--- src/rtl/dcache_port_arbiter.sv ---
// dcache_port_arbiter: shares the single data-cache port between MEM-stage
// loads and store-buffer drains, with anti-starvation and a fence/context
// switch flush that drains the whole store buffer.
module dcache_port_arbiter #(
    parameter int unsigned ADDR_W     = 32,
    parameter int unsigned DATA_W     = 32,
    parameter int unsigned STARVE_MAX = 4
) (
    input  logic                     clk,
    input  logic                     reset,
    input  logic                     ld_req,
    input  logic [ADDR_W-1:0]        ld_addr,
    output logic [DATA_W-1:0]        ld_data,
    output logic                     ld_done,
    input  logic                     sb_valid,
    input  logic [ADDR_W+DATA_W-1:0] sb_entry,
    input  logic                     sb_full,
    output logic                     sb_pop,
    input  logic                     flush,
    output logic                     flush_done,
    output logic                     stall,
    output logic                     dc_req,
    output logic                     dc_we,
    output logic [ADDR_W-1:0]        dc_addr,
    output logic [DATA_W-1:0]        dc_wdata,
    input  logic                     dc_ack,
    input  logic [DATA_W-1:0]        dc_rdata
);

    localparam int unsigned CNT_W = (STARVE_MAX < 1) ? 1 : $clog2(STARVE_MAX + 1);
    localparam logic [CNT_W-1:0] STARVE_LIM = CNT_W'(STARVE_MAX);

    typedef enum logic [1:0] {
        S_IDLE,
        S_LOAD,
        S_STORE,
        S_FLUSH
    } state_t;

    state_t              state_q,      state_d;
    logic [CNT_W-1:0]    starve_q,     starve_d;
    logic                dc_req_q,     dc_req_d;
    logic                dc_we_q,      dc_we_d;
    logic [ADDR_W-1:0]   dc_addr_q,    dc_addr_d;
    logic [DATA_W-1:0]   dc_wdata_q,   dc_wdata_d;
    logic [DATA_W-1:0]   ld_data_q,    ld_data_d;
    logic                ld_done_q,    ld_done_d;
    logic                sb_pop_q,     sb_pop_d;
    logic                flush_done_q, flush_done_d;

    logic                take_load;
    logic                take_store;
    logic                hold_idle;

    // A completion pulse means the request inputs (ld_req, flush) still show
    // the request just served, and after sb_pop the buffer has not shifted
    // yet, so IDLE waits one cycle before arbitrating again.
    assign hold_idle = ld_done_q | sb_pop_q | flush_done_q;

    // Next-state, arbitration and registered-output computation.
    always_comb begin
        state_d      = state_q;
        starve_d     = starve_q;
        dc_req_d     = dc_req_q;
        dc_we_d      = dc_we_q;
        dc_addr_d    = dc_addr_q;
        dc_wdata_d   = dc_wdata_q;
        ld_data_d    = ld_data_q;
        ld_done_d    = 1'b0;
        sb_pop_d     = 1'b0;
        flush_done_d = 1'b0;
        take_load    = 1'b0;
        take_store   = 1'b0;

        case (state_q)
            S_IDLE: begin
                if (!hold_idle) begin
                    if (flush) begin
                        state_d = S_FLUSH;
                    end else if (sb_valid && (sb_full || (starve_q == STARVE_LIM))) begin
                        take_store = 1'b1;
                        state_d    = S_STORE;
                    end else if (ld_req) begin
                        take_load = 1'b1;
                        state_d   = S_LOAD;
                        if (sb_valid && (starve_q != STARVE_LIM)) begin
                            starve_d = starve_q + CNT_W'(1);
                        end
                    end else if (sb_valid) begin
                        take_store = 1'b1;
                        state_d    = S_STORE;
                    end
                end
            end

            S_LOAD: begin
                if (dc_ack) begin
                    dc_req_d  = 1'b0;
                    ld_data_d = dc_rdata;
                    ld_done_d = 1'b1;
                    state_d   = flush ? S_FLUSH : S_IDLE;
                end
            end

            S_STORE: begin
                if (dc_ack) begin
                    dc_req_d = 1'b0;
                    sb_pop_d = 1'b1;
                    starve_d = '0;
                    state_d  = flush ? S_FLUSH : S_IDLE;
                end
            end

            S_FLUSH: begin
                if (dc_req_q) begin
                    if (dc_ack) begin
                        dc_req_d = 1'b0;
                        sb_pop_d = 1'b1;
                        starve_d = '0;
                    end
                end else if (!sb_pop_q) begin
                    // sb_valid is only trusted once the shift after a pop is done
                    if (sb_valid) begin
                        take_store = 1'b1;
                    end else begin
                        flush_done_d = 1'b1;
                        state_d      = S_IDLE;
                    end
                end
            end

            default: begin
                state_d = S_IDLE;
            end
        endcase

        if (take_load) begin
            dc_req_d  = 1'b1;
            dc_we_d   = 1'b0;
            dc_addr_d = ld_addr;
        end

        if (take_store) begin
            dc_req_d   = 1'b1;
            dc_we_d    = 1'b1;
            dc_addr_d  = sb_entry[ADDR_W+DATA_W-1:DATA_W];
            dc_wdata_d = sb_entry[DATA_W-1:0];
        end
    end

    // State and output registers; reset abandons any in-flight access.
    always_ff @(posedge clk or negedge reset) begin
        if (!reset) begin
            state_q      <= S_IDLE;
            starve_q     <= '0;
            dc_req_q     <= 1'b0;
            dc_we_q      <= 1'b0;
            dc_addr_q    <= '0;
            dc_wdata_q   <= '0;
            ld_data_q    <= '0;
            ld_done_q    <= 1'b0;
            sb_pop_q     <= 1'b0;
            flush_done_q <= 1'b0;
        end else begin
            state_q      <= state_d;
            starve_q     <= starve_d;
            dc_req_q     <= dc_req_d;
            dc_we_q      <= dc_we_d;
            dc_addr_q    <= dc_addr_d;
            dc_wdata_q   <= dc_wdata_d;
            ld_data_q    <= ld_data_d;
            ld_done_q    <= ld_done_d;
            sb_pop_q     <= sb_pop_d;
            flush_done_q <= flush_done_d;
        end
    end

    assign dc_req     = dc_req_q;
    assign dc_we      = dc_we_q;
    assign dc_addr    = dc_addr_q;
    assign dc_wdata   = dc_wdata_q;
    assign ld_data    = ld_data_q;
    assign ld_done    = ld_done_q;
    assign sb_pop     = sb_pop_q;
    assign flush_done = flush_done_q;

    // stall must rise in the same cycle as the request, so it combines the
    // live request levels with the registered completion pulses.
    assign stall = (ld_req & ~ld_done_q) | (flush & ~flush_done_q);

endmodule
--- config.mk ---
export PLATFORM = sky130hd
export DESIGN_NAME = dcache_port_arbiter
export DESIGN_NICKNAME = d
export VERILOG_FILES = /design/src/rtl/dcache_port_arbiter.sv
export SDC_FILE = /design/constraint.sdc
export NUM_CORES = 1
export LEC_CHECK = 0
export ABC_AREA = 0
export CAP_MARGIN = 5
export CORE_ASPECT_RATIO = 2
export CORE_MARGIN = 8
export CORE_UTILIZATION = 44
export DETAILED_ROUTE_END_ITERATION = 8
export GPL_TIMING_DRIVEN = 1
export PLACE_DENSITY = 0.87
export SLEW_MARGIN = 20
export SYNTH_ARGS = -nofsm -noshare
export SYNTH_HDL_FRONTEND = slang
export SYNTH_SLANG_ARGS = --single-unit
--- constraint.sdc ---
create_clock -name clk -period 5.02 [get_ports clk]
set_input_delay 0.502 -clock clk [delete_from_list [all_inputs] [get_ports clk]]
set_output_delay 0.502 -clock clk [all_outputs]
set_load 0.005 [all_outputs]
## Yosys cells after proc, flatten, opt, wreduce, memory -nomap -nowiden

Index checks and enable logic that the tools add are counted.

| storage, ports and cells | value |
|---|---|
| flip-flop bits (word level) | 106 |
| input port bits | 135 |
| output and inout port bits | 102 |
| logic and storage cells | 97 |

| operators by class | value |
|---|---|
| add/subtract/negate cells | 1 |
| eq/ne operators | 17 |
| multiplexer cells | 50 |
| bitwise logic cells | 7 |
| reduce and logical (&&, ||, !) cells | 12 |

Operators by type and width:

| operator | number |
|---|---|
| $mux 32 | 2 |
| $mux 1 | 26 |
| $mux 3 | 7 |
| $mux 2 | 10 |
| $ne 2x2->1 const B | 9 |
| $pmux 3 s3 | 1 |
| $reduce_and 7->1 | 1 |
| $pmux 1 s2 | 3 |
| $pmux 2 s3 | 1 |
| $reduce_and 6->1 | 1 |
| $ne 5x5->1 const B | 1 |
| $eq 2x2->1 const B | 2 |
| $ne 4x1->1 const B | 1 |
| $reduce_and 2->1 | 2 |
| $reduce_bool 4->1 | 1 |
| $add 3x1->3 const B | 1 |
| $eq 3x3->1 const B | 1 |
| $ne 3x3->1 const B | 1 |
| $or 1x1->1 | 3 |
| $reduce_bool 3->1 | 1 |
| $and 1x1->1 | 2 |
| $eq 2x1->1 const B | 1 |
| $logic_and 1x1->1 | 2 |
| $logic_not 2->1 | 1 |
| other kinds (5) | 6 |

## Depth between registers and ports, before layout

Gate-level depths: netlist of run 1.

| depth | value |
|---|---|
| depth in word-level cells | 9 |
| mapped depth | 8 |
| mapped depth without buffers | 6 |

## Worst setup path after synthesis of run 1

No wires, ideal clock.

| timing | value |
|---|---|
| path type | register to register |
| from | register starve_q[0] |
| to | register dc_addr_q[10], in the netlist dc_addr[10] |
| setup time | 0.125 ns |
| arrival | 2.109 ns |
| required time | 4.895 ns |
| setup slack | 2.786 ns |
| stages on the path, launching flop included | 8 |
| path buffers | 1 |
| period minus slack after synthesis | 2.234 ns |
| cell sequence | dfrtp_1 inv_1 ha_1 a21o_1 a2111oi_4 buf_4 mux2_2 mux2_4 |

| on the way | value |
|---|---|
| longest elaborated chain between the ends | 8 |
| elaborated cells on any way between the ends | 13 |
| those cells by class | eq/ne (1); mux (9); reduce/logical (3) |

RTL lines:

| element | line | text |
|---|---|---|
| start: declaration | 41 | `logic [CNT_W-1:0] starve_q, starve_d;` |
| start signal: assignment | 166 | `starve_q <= starve_d;` |
| $eq 3x3->1 (*) | 80 | `end else if (sb_valid && (sb_full \|\| (starve_q == STARVE_LIM))) begin` |
| $logic_or 1x1->1 (*) | 80 |  |
| $logic_and 1x1->1 (*) | 80 |  |
| $mux 1 | 80 |  |
| $mux 1 | 78 | `if (flush) begin` |
| $mux 1 | 77 | `if (!hold_idle) begin` |
| $pmux 1 s2 or $mux 1 (tied branches) | 75 | `case (state_q)` |
| $mux 32 or $reduce_bool 2->1 (tied branches) | n/a |  |
| end signal: assignment | 169 | `dc_addr_q <= dc_addr_d;` |
| end: declaration | 44 | `logic [ADDR_W-1:0] dc_addr_q, dc_addr_d;` |

Mark *: on every way between the ends. The rest lies on a longest branch, timed or not.
A chain may end at the register's enable or synchronous reset.

## Worst setup path after layout of run 1

| timing | value |
|---|---|
| from | register state_q[1] |
| to | register dc_addr_q[1], in the netlist dc_addr[1] |

| on the way | value |
|---|---|
| longest elaborated chain between the ends | 3 |
| elaborated cells on any way between the ends | 6 |
| those cells by class | eq/ne (1); mux (3); reduce/logical (2) |

RTL lines:

| element | line | text |
|---|---|---|
| start: declaration | 40 | `state_t state_q, state_d;` |
| start signal: assignment | 165 | `state_q <= state_d;` |
| $eq 2x2->1 or $logic_not 2->1 (tied branches) | 75 |  |
| $pmux 1 s2 or $mux 1 (tied branches) | 75 |  |
| $mux 32 or $reduce_bool 2->1 (tied branches) | n/a |  |

Parallel ways exist; a longest one is shown, timed or not.

==> results of run 1 <==
-- state kept, by name, indices dropped and copies added, names as in the netlist --
signal      flops
state_q         2
dc_wdata       32
flush_done      1
starve_q        3
sb_pop          1
ld_done         1
dc_addr        32
dc_we           1
dc_req          1
ld_data        32
-- cell families after synthesis --
logic type / share of synthesized area
muxes: 0.342
AOI/OAI and AO/OA: 0.0321
and+or+nand+nor: 0.0248
buffers and inverters: 0.0269
adders and majority gates: 0.0158
DFF: 0.558
-- per-layer routing --
metal / part of all wire / vias up / track usage
li1: - / 1564 / -
met1: 0.33 / 1678 / 0.200
met2: 0.54 / 169 / 0.362
met3: 0.080 / 45 / 0.0683
met4: 0.049 / 4 / 0.115
met5: 0.0011 / - / 0
-- power breakdown --
group,switching (mW),internal [mW]
sequential,0.241,1.29
combinational,0.697,1.47
clock,0.321,0.391
-- synthesized netlist by cell type, drive strengths merged (2+ instances only) --
cell type    n
buf         11
ha           6
dfrtp      106
mux2i        2
nand2        5
a21oi        6
o31ai        2
clkbuf       2
mux2       130
nor2b        2
nor2         5
a211o        3
inv          9
nand2b       5
o21ai        3
-- how the worst min path moves through the flow --
| stage | from | end | slack, ns | depth (start not counted) |
|---|---|---|---|---|
| after global placement | ld_data[18] | ld_data[18] | 0.49 | 1 |
| after floorplan | reset | dc_addr[0] | 0.21 | 0 |
| final | reset | dc_wdata[6] | 0.27 | 1 |
| after CTS | reset | dc_addr[29] | 0.30 | 1 |
| after detailed placement | ld_data[3] | ld_data[3] | 0.49 | 1 |
| after global routing | reset | dc_wdata[14] | 0.36 | 1 |
-- metrics by stage --
stage	setup slack [ns]	instance area, um2	utilization	hold WS, ns
2_1_floorplan	2.79	4750	-	0.206
3_3_place_gp	2.07	7230	0.686	0.487
3_5_place_dp	2.01	7230	0.686	0.493
4_1_cts	2.34	7530	0.714	0.301
5_1_grt	2.17	7530	0.714	0.362
6_report	2.33	7530	0.714	0.267
-- cell type report --
cell class              instances  share of cell area
well taps                     137              0.0228
repair buffers                240               0.317
clock inverters                 6             0.00981
inverters                       9             0.00449
multi-input cells             179               0.263
flip-flops and latches        106               0.352
clock buffers                   9              0.0299
-- worst max-delay path, cell delays in order, from the launching register on --
cell and delay, ns:
dfrtp_1 0.43, inv_1 0.12, ha_1 0.24, nand2b_1 0.16
a211o_1 0.31, a211o_4 0.54, buf_4 0.39, mux2_4 0.36
==> summary.txt, run 1 <==
Timing
  • Final max-slew violation count: 0
  • Final Hold Fails: 0
  • RSZ-0062 raised after global routing: no
  • Period minus WS final: 2.69 ns
  • Actual slew at the worst max-slew pin: 0.874 ns
  • Setup violations, final: 0
  • Maximum clock rate: 372 MHz
  • Worst clock skew: 0.00764 ns
  • Worst slew margin: 0.417
  • Total negative slack: 0 ns
  • Final Cycle Share: 0.536

Synthesis
  • Distinct cells, synth: 28
  • Syn_nets: 448
  • Synth Instances: 307
  • Post-synth top flop: dfrtp_1
  • Sequential share of the synthesized area: 0.558
  • Warnings from Yosys: 0
  • FFs w/ async S/R, synth: 1.00
  • Top cell type's share of synthesized area: 0.558
  • Biggest area consumer among synthesized cells: dfrtp_1
  • Mapped Avg Cell Area: 15.5 um2
  • EDFF count, synth: 0
  • Yosys reg bits: 106
  • Synthesized area: between 4000 and 5000 um2
  • Largest cells by area after synthesis: dfrtp_1 (56%), mux2_2 (22%), mux2_4 (12%)

Drt
  • Post-DRT Antenna Nets: 0
  • Starting DRT DRC Count: 121
  • DR pass1 iterations: 4
  • Routed vias/inst: 5.04
  • WL final: 14400 um
  • Via count: 3460
  • DRC: 0
  • Avg WL per Cell: between 20 and 25 um

Setup path
  • Reg2Reg Setup Slack: about 2.3 ns
  • Critical Path AT: 2.92 ns
  • Critical Path Fanout Max: 34
  • Worst R2R Path Depth: 7
  • Startpoint Class: flop
  • Crit. Startpoint: state_q[1]
  • R2r startpoint: state_q[1]
  • Worst Setup End Kind: flop
  • Req. time, crit path: 5.25 ns
  • Worst r2r dst: dc_addr[1]
  • CP endpoint: dc_addr[1]
  • WS Path Type: flop to flop

Floorplanning
  • Core Footprint: 10500 um2
  • Die Area: 14600 um2
  • Row cnt: 53
  • Die width: 89.5 um
  • Chip Height: 163 um
  • Initial Utilization: 0.451
  • I/O Pins: between 200 and 250

Global route
  • Initial antenna violation count: 2
  • Vias in the first global route: 4078
  • Total congestion overflow: 0
  • Pin count of the biggest net entering global routing: 71
  • Gr usage total: 0.205
  • First-pass GRT wire length: around 22000 um

Final layout
  • Fin cells: 686
  • Leading cell type in the layout, fill and taps excluded: clkdlybuf4s50_1
  • Sequential cell area: 2650 um2
  • Layout cells sized above 1: 0.279
  • Footprint of the multi-input gates: slightly below 2000 um2
  • Area growth, synth to finish: 58.4%
  • Most frequent cells in the layout: clkdlybuf4s50_1 (235), dfrtp_1 (106), mux2_2 (92)
  • Number of diodes: 0
  • NumNets Final: 686
  • Layout fillers: a little over 700

Placed design
  • Placed Cells: 671
  • Hpwl dp: between 10000 and 15000 um
  • Buffers on Ports: 236
  • GPL Wtd Cong: 0.847

Clock tree
  • Clock transition at path regs: about 0.07 ns
  • PostCTS Resize Cnt: 0
  • Worst-Skew Late Latency: around 0.34 ns
  • CTS Buffer Depth: 2
  • Hold buffer count at cts: 0
  • Cts bufs inserted: 9
  • Post-CTS Setup Repair Bufs: 0
  • Clock Tree Root: clkbuf_16
  • CTS Sinks: 106
  • CTS tree: yes
  • H-tree depth: 3

Power
  • Maximum vdd drop: 0.000363 V
  • Leakage: 3.30 nW
  • Tot Pwr: 4.41 mW
  • P per Cell Area: between 500 and 600 nW/um2

Outcome
  • Status: complete, no violations

Run
  • Max_cap viols: 0

Min path
  • Worst min-delay path class: input port to asynchronous set/reset pin
No activity file was read; power rests on OpenSTA's default activity.
==> run 2: changes to the inputs <==
- CORE_UTILIZATION: 44 -> 41
- PLACE_DENSITY: 0.87 -> 0.82
- clock period: 5.02 -> 2.5 ns (I/O delays scaled with it)
==> run 2 against run 1 <==
Count of clock-buffer cells in the layout increased by 1; clock skew grew 0.0034 ns; die area rose by 6.3%; via count is 0.84% higher; critical path depth stayed put; power grew 98%; combinational power up 100%; global-route usage decreased by 1.9 points; critical endpoint is now dc_addr[8]; largest power group unchanged.
==> summary.txt, run 2 (same netlist as run 1, synthesis figures left out) <==
Min path
  • Worst min-delay path class: input port to asynchronous set/reset pin

Clock tree
  • Worst-Skew Late Latency: 0.34 ns (about the same)
  • CTS Buffer Depth: 2 (unchanged)
  • Hold buffer count at cts: 1 (+1)
  • PostCTS Resize Cnt: 0 (unchanged)
  • Clock Tree Root: clkbuf_16
  • CTS tree: yes
  • Post-CTS Setup Repair Bufs: 0 (unchanged)
  • Clock transition at path regs: 0.08 ns (about the same)
  • CTS Sinks: 106 (unchanged)
  • Cts bufs inserted: 9 (unchanged)
  • H-tree depth: 3 (unchanged)

Setup path
  • Req. time, crit path: 2.73 ns (-2.52 ns)
  • Worst Setup End Kind: flop
  • WS Path Type: flop to flop
  • Startpoint Class: flop
  • Critical Path AT: 2.59 ns (-0.33 ns)
  • Critical Path Fanout Max: 34 (unchanged)

Final layout
  • Core Util, Final: 0.672 (-0.0423)
  • NumNets Final: 689 (+0.44%)
  • Most frequent cells in the layout: clkdlybuf4s50_1 (235), dfrtp_1 (106), mux2_2 (92)
  • Layout fillers: 847 (+17%)
  • Layout cells sized above 1: 0.280 (+0.00160)
  • Leading cell type in the layout, fill and taps excluded: clkdlybuf4s50_1
  • Area growth, synth to finish: 59.5%
  • Finished Cell Area: 7580 um2 (+0.70%)

Timing
  • Final Hold Fails: 0 (unchanged)
  • RSZ-0062 raised after global routing: no
  • Final max-slew violation count: 0 (unchanged)
  • Worst clock skew: 0.0110 ns (+0.00338 ns)
  • Actual slew at the worst max-slew pin: 0.427 ns (-0.447 ns)
  • Maximum clock rate: 423 MHz (+14%)
  • Setup violations, final: 0 (unchanged)
  • Period minus WS final: 2.36 ns (-0.327 ns)
  • Worst slew margin: 0.715 (+0.298)
  • Total negative slack: 0 ns (unchanged)
  • Final Worst Setup Slack: 0.136 ns (-2.19 ns)
  • Final Cycle Share: 0.946 (+0.410)

Power
  • Leakage: 3.31 nW (+0.35%)
  • Maximum vdd drop: 0.000554 V (+52%)
  • P per Cell Area: 1150 nW/um2 (+97%)
  • Tot Pwr: 8.75 mW (+98%)

Placed design
  • Placement Setup Slack: 0.111 ns (-1.89 ns)
  • Buffers on Ports: 236 (unchanged)
  • Dpl cell area: 7290 um2 (+0.81%)
  • Hpwl dp: 11700 um (+2.7%)
  • GPL Wtd Cong: 0.833 (-1.6%)

Outcome
  • Status: complete, no violations

Drt
  • WL final: 14400 um (about the same)
  • DRC: 0 (unchanged)
  • DR pass1 iterations: 4 (unchanged)
  • Via count: 3489 (+0.84%)
  • Avg WL per Cell: 20.7 um (-1.5%)
  • Routed vias/inst: 5.01 (-0.75%)
  • Starting DRT DRC Count: 111 (-8.3%)
  • Post-DRT Antenna Nets: 0 (unchanged)

Floorplanning
  • Row cnt: 55 (+3.8%)
  • Initial Utilization: 0.421 (-0.0296)
  • I/O Pins: 237 (unchanged)
  • Chip Height: 168 um (+3.2%)
  • Core Footprint: 11300 um2 (+7.0%)
  • Die width: 92.1 um (+3.0%)
  • Die Area: 15500 um2 (+6.3%)

Global route
  • Pin count of the biggest net entering global routing: 53 (-25%)
  • Gr usage total: 0.186 (-0.0192)
  • Vias in the first global route: 4020 (-1.4%)
  • Initial antenna violation count: 3 (+1)
  • Total congestion overflow: 0 (unchanged)
  • First-pass GRT wire length: 22100 um (+0.25%)

Run
  • Max_cap viols: 0 (unchanged)
[run 2: per-layer routing]
metal / track usage / vias to the layer above / part of all wire
met1: 0.169 / 1721 / 0.31
li1: - / 1570 / -
met3: 0.0628 / 41 / 0.068
met5: 0 / - / 0.00076
met2: 0.340 / 155 / 0.57
met4: 0.117 / 2 / 0.050
[run 2: area by class of cell]
class,instances,area (um2),area share
Sequential cell,106,2650,0.350
Timing Repair Buffer,243,2450,0.324
Multi-Input combinational cell,179,1980,0.261
Clock buffer,10,229,0.0302
Tap cell,142,178,0.0234
Clock inverter,6,48.8,0.00644
Inverter,9,33.8,0.00446
Antenna cell,2,5.00,0.000660
[run 2: final timing paths]
check / start / endpoint / slack, ns / cells past startpoint
min in group clk: ld_data[26] / ld_data[26] / 0.51 / 1
max in group asynchronous: reset / dc_wdata[13] / 1.39 / 3
hold reg to reg: ld_data[26] / ld_data[26] / 0.51 / 1
hold / removal: reset / dc_addr[24] / 0.37 / 2
setup / recovery: starve_q[0] / dc_addr[8] / 0.14 / 7
setup reg to reg: starve_q[0] / dc_addr[8] / 0.14 / 7
[run 2: per-stage QoR]
step	cells	hold slack [ns]
floorplan	307	-0.0456
global placement	678	0.179
detailed placement	678	0.186
CTS	695	0.365
global route	697	0.378
finish	697	0.368
[run 2: report_power, final]
part / total, mW / leakage [nW] / switching, mW / internal, mW
sequential: 3.06 / 1.27 / 0.479 / 2.58
combinational: 4.36 / 1.91 / 1.38 / 2.97
clock: 1.33 / 0.131 / 0.639 / 0.689
total: 8.75 / 3.31 / 2.50 / 6.24
[run 2: critical path, stage by stage (launching register included)]
cell and delay, ns:
dfrtp_1 0.39, inv_1 0.06, ha_1 0.22, a21o_1 0.21, a2111oi_4 0.46, buf_12 0.27
mux2_2 0.37, mux2_4 0.25
